File: src/rtl/smpl_cpu3.sv
// smpl_cpu3: parametrised multi-cycle accumulator CPU
// with a stallable ready/handshake data-memory port.
module smpl_cpu3 #(
  parameter int DW = 16,
  parameter int AW = 13
) (
  input  logic          clk,
  input  logic          reset,
  input  logic          start,
  output logic [AW-1:0] im_abus,
  input  logic [DW-1:0] im_dbus,
  output logic          rd_mem,
  output logic          wr_mem,
  output logic [AW-1:0] dm_abus,
  output logic [DW-1:0] dm_in_dbus,
  input  logic [DW-1:0] dm_out_dbus,
  input  logic          dm_ready,
  output logic          zero_ac,
  output logic          halted,
  output logic          busy
);

  // The opcode must sit above the address field.
  generate
    if (DW < AW + 3) begin : g_bad_param
      $error("smpl_cpu3: DW must be >= AW+3");
    end
  endgenerate

  typedef enum logic [2:0] {
    S_IDLE,
    S_FETCH,
    S_EXEC,
    S_WAIT,
    S_HALT
  } state_t;

  state_t        r_state;
  state_t        w_state_nxt;
  logic [AW-1:0] r_pc;
  logic [AW-1:0] w_pc_nxt;
  logic [DW-1:0] r_ac;
  logic [DW-1:0] w_ac_nxt;
  logic [DW-1:0] r_ir;
  logic [DW-1:0] w_ir_nxt;

  logic [2:0]    w_op;
  logic [AW-1:0] w_addr;
  logic          w_lda;
  logic          w_sta;
  logic          w_add;
  logic          w_and;
  logic          w_jmp;
  logic          w_jz;
  logic          w_not;
  logic          w_hlt;
  logic          w_mem;
  logic          w_act;
  logic          w_zero;
  logic          w_unused_ir;

  assign w_op   = r_ir[DW-1:DW-3];
  assign w_addr = r_ir[AW-1:0];
  assign w_unused_ir = ^r_ir;

  assign w_lda = (w_op == 3'b000);
  assign w_sta = (w_op == 3'b001);
  assign w_add = (w_op == 3'b010);
  assign w_and = (w_op == 3'b011);
  assign w_jmp = (w_op == 3'b100);
  assign w_jz  = (w_op == 3'b101);
  assign w_not = (w_op == 3'b110);
  assign w_hlt = (w_op == 3'b111);
  assign w_mem = w_lda | w_sta | w_add | w_and;

  assign w_act  = (r_state == S_EXEC) || (r_state == S_WAIT);
  assign w_zero = (r_ac == '0);

  assign im_abus    = r_pc;
  assign dm_abus    = w_addr;
  assign dm_in_dbus = r_ac;
  assign rd_mem     = w_act & (w_lda | w_add | w_and);
  assign wr_mem     = w_act & w_sta;
  assign zero_ac    = w_zero;
  assign halted     = (r_state == S_HALT);
  assign busy       = (r_state != S_IDLE) && (r_state != S_HALT);

  // Next-state and datapath update decode.
  always_comb begin
    w_state_nxt = r_state;
    w_pc_nxt    = r_pc;
    w_ac_nxt    = r_ac;
    w_ir_nxt    = r_ir;
    unique case (r_state)
      S_IDLE, S_HALT: begin
        if (start) begin
          w_pc_nxt    = '0;
          w_state_nxt = S_FETCH;
        end
      end
      S_FETCH: begin
        w_ir_nxt    = im_dbus;
        w_pc_nxt    = r_pc + AW'(1);
        w_state_nxt = S_EXEC;
      end
      S_EXEC, S_WAIT: begin
        w_state_nxt = S_FETCH;
        unique case (1'b1)
          w_jmp: w_pc_nxt = w_addr;
          w_jz: begin
            if (w_zero) w_pc_nxt = w_addr;
          end
          w_not: w_ac_nxt = ~r_ac;
          w_hlt: w_state_nxt = S_HALT;
          w_mem: begin
            if (dm_ready) begin
              if (w_lda)
                w_ac_nxt = dm_out_dbus;
              else if (w_add)
                w_ac_nxt = r_ac + dm_out_dbus;
              else if (w_and)
                w_ac_nxt = r_ac & dm_out_dbus;
            end else begin
              w_state_nxt = S_WAIT;
            end
          end
          default: ;
        endcase
      end
      default: w_state_nxt = S_IDLE;
    endcase
  end

  // State and architectural registers.
  always_ff @(posedge clk or negedge reset) begin
    if (!reset) begin
      r_state <= S_IDLE;
      r_pc    <= '0;
      r_ac    <= '0;
      r_ir    <= '0;
    end else begin
      r_state <= w_state_nxt;
      r_pc    <= w_pc_nxt;
      r_ac    <= w_ac_nxt;
      r_ir    <= w_ir_nxt;
    end
  end

endmodule

File: config.mk
export PLATFORM = sky130hd
export DESIGN_NAME = smpl_cpu3
export DESIGN_NICKNAME = d
export VERILOG_FILES = /design/src/rtl/smpl_cpu3.sv
export SDC_FILE = /design/constraint.sdc
export NUM_CORES = 1
export LEC_CHECK = 0
export CELL_PAD_IN_SITES_DETAIL_PLACEMENT = 1
export CELL_PAD_IN_SITES_GLOBAL_PLACEMENT = 1
export CORE_MARGIN = 3
export CORE_UTILIZATION = 37
export DETAILED_ROUTE_END_ITERATION = 7
export GPL_TIMING_DRIVEN = 0
export PLACE_DENSITY_LB_ADDON = 0.1
export RECOVER_POWER = 100
export SLEW_MARGIN = 20
export SYNTH_ARGS = -nofsm -noshare
export SYNTH_HDL_FRONTEND = slang
export SYNTH_SLANG_ARGS = --single-unit
File: constraint.sdc
create_clock -name clk -period 2.8 [get_ports clk]
set_input_delay 0.7 -clock clk [delete_from_list [all_inputs] [get_ports clk]]
set_output_delay 0.7 -clock clk [all_outputs]
set_load 0.01 [all_outputs]
==> results.json <==
{
  "dp_cells": 597,
  "clock-sinks": 48,
  "synth_edf_count": 0,
  "outcome": "complete, no violations",
  "ios": 83,
  "finalWirelength_um": 11500,
  "synth_top_area_cell": "dfrtp_1",
  "seq_area_frac_synth_pct": 34.4,
  "utilization_pct": 51.1,
  "fin_area_um2": 4570,
  "htree_levels": 2,
  "netlist_area_um2": 3490,
  "drtPass1Iterations": 4,
  "r2r_slack_ns": 0.19,
  "period_minus_slack_ns": 2.74,
  "area_growth_pct": 30.9,
  "vias": 3494,
  "fmax_ghz": 0.364,
  "power_leakage_nw": 1.91,
  "synth.avg_cell_area_um2": 8.58,
  "nNetsFinal": 548,
  "grt_use_total_pct": 22.9,
  "worstSetupStartpointType": "primary input",
  "hpwl_um": 8750,
  "power_w": 0.00534,
  "synthCells": 407,
  "cts_buffers": 5,
  "hold_slack_ns": 0.533,
  "synth_seq_cells": 48,
  "fp-row-count": 34,
  "grt_max_degree": 49,
  "grt_pass1_vias": 3748,
  "worst_pin_slew_ns": 1.27,
  "syn_nets": 461,
  "synth_top_area_share_pct": 34.4,
  "rsz0062_at_grt": "true",
  "drtIter0Drc": 108,
  "die_width_um": 103,
  "synth_cell_types": 60,
  "cp-end-kind": "register",
  "numPortBuffers": 82,
  "overflow": 0,
  "slew_violations": 0,
  "yosysWarningCount": 0,
  "p_per_area_nw_per_um2": 1170,
  "dpl_cell_area_um2": 4440,
  "post_drt_wl_per_cell_um": 19.0,
  "grt_antenna_before_repair": 0,
  "post_cts_buffers": 0,
  "yosys-top-cells-area": "dfrtp_1 34%, ha_1 6.1%, mux2_1 5.5%",
  "fp.coreArea_um2": 8930,
  "yosys.cell_count.top_type": "dfrtp_1",
  "maxSlewHeadroom_pct": 15.4,
  "async_flop_share_pct": 100,
  "fin_crit_sh_pct": 98.0,
  "ir_drop_mv": 0.439,
  "clk_latency_ns": 0.31,
  "synth_top_flop_cell": "dfrtp_1",
  "antenna_cells": 0,
  "drc": 0,
  "viasPerCell": 5.79,
  "grt_first_pass_wirelength_um": 19200,
  "path_clk_slew_ns": 0.10,
  "synthTopCellsByCount": "48 x dfrtp_1, 36 x nor2_1, 36 x o21ai_1",
  "cts_tree": "built",
  "final_layout_size_suffix_gt1_share_pct": 7.68,
  "max-cap-violations": 0,
  "finalHoldViolCount": 0,
  "setup_violations": 0,
  "final_antenna_net_count": 0,
  "cts_buffer_depth": 2,
  "final-instance-count-excl-fill": 603,
  "die-area_um2": 10600,
  "dieHeight_um": 103,
  "critPathKind": "primary input to register",
  "start_util_pct": 39.1,
  "cp_max_fo": 4,
  "finClkSkew_ns": 0.00907,
  "place.gp.congestion": 0.902,
  "critical_path_arrival_ns": 2.97,
  "cp.required_ns": 3.03,
  "cts-hold-fix-buffers": 0,
  "hold_path.class": "register to register",
  "root_buffer": "clkbuf_8"
}
-- placed cells by master (no fill, tap or decap), drive strengths merged, types with 2 or more instances in the layout --
cell type / count
a21oi: 23
a221oi: 7
nand3: 8
o221ai: 2
nor4: 7
dfrtp: 48
a22oi: 5
buf: 18
nand4: 5
and2: 4
a31o: 2
nor3: 10
a21o: 10
o21bai: 4
clkdlybuf4s50: 38
or3: 4
nor3b: 2
clkbuf: 23
mux2: 17
o2111ai: 2
mux2i: 3
nand2b: 4
a211oi: 8
nand2: 32
and3b: 2
xnor2: 6
ha: 17
nor2: 36
and3: 6
nor2b: 5
o21ai: 47
xor2: 2
inv: 11
o211ai: 5
a31oi: 9
dlygate4sd3: 43
-- flip-flops by register name (all words and copies together), names as in the netlist --
register	cells
dm_in_dbus	16
r_ir	16
im_abus	13
r_state	3
-- metrics by stage --
stage	worst slack, ns	TNS, ns
finish	0.0565	0
global route	-0.0252	-0.0450
CTS	0.0142	0
detailed placement	-0.380	-2.63
global placement	-0.601	-30.81
floorplan	0.343	0
-- kinds of logic (layout without fill, tap and decap cells) --
family                   Yosys count  in the layout  synth area share (%)
multiplexers                      20             20                  6.34
adder cells (fa/ha/maj)           18             18                  6.67
XOR/XNOR                           8              8                  2.01
buffers and inverters             47            135                  7.02
flip-flops                        48             48                  34.4
AND/OR/NAND/NOR                  130            130                  18.4
AO/OA/AOI/OAI                    136            136                  25.2
-- layer usage --
layer	GRT usage [%]	routed length (um)	share of wire (%)
met2	37.9	5420	47
met3	2.91	453	4.0
met5	0	0	0
met1	33.1	5520	48
met4	2.49	59	0.51
-- worst paths after layout --
check,from,endpoint,cells past startpoint
worst max-delay path,dm_out_dbus[0],dm_in_dbus[12],9
worst min-delay path,r_ir[1],r_ir[1],1
worst max register to register,dm_in_dbus[11],im_abus[8],7
worst min register to register,r_ir[1],r_ir[1],1
max in group asynchronous,reset,dm_in_dbus[6],1
min in group asynchronous,reset,r_ir[3],1
-- layout make-up --
cell class,instances,area (um^2)
fillers,1066,4370
multi-input cells,312,2080
flip-flops and latches,48,1200
repair buffers,82,816
plain buffers,34,203
well taps,108,135
clock buffers,6,72.6
inverters,11,41.3
clock inverters,2,16.3
-- power breakdown --
part | internal, W | switching, W
Sequential | 0.00102 | 0.000421
Clock | 0.000179 | 0.000268
Combinational | 0.00156 | 0.00190
-- worst max-delay path, cell delays in order --
cell and delay [ns]:
clkdlybuf4s50_1 0.42, ha_1 0.23, fa_1 0.43, a21oi_2 0.24, o2111ai_1 0.22, nand3_1 0.18, a21boi_0 0.10, o31a_1 0.29
a211oi_1 0.16
-- timing repair --
action | CTS | global route
resized for setup | 6 | 5
pin swaps | 0 | 1
endpoints found under the setup margin | 5 | 9
Power figures use the tool's default switching activity.
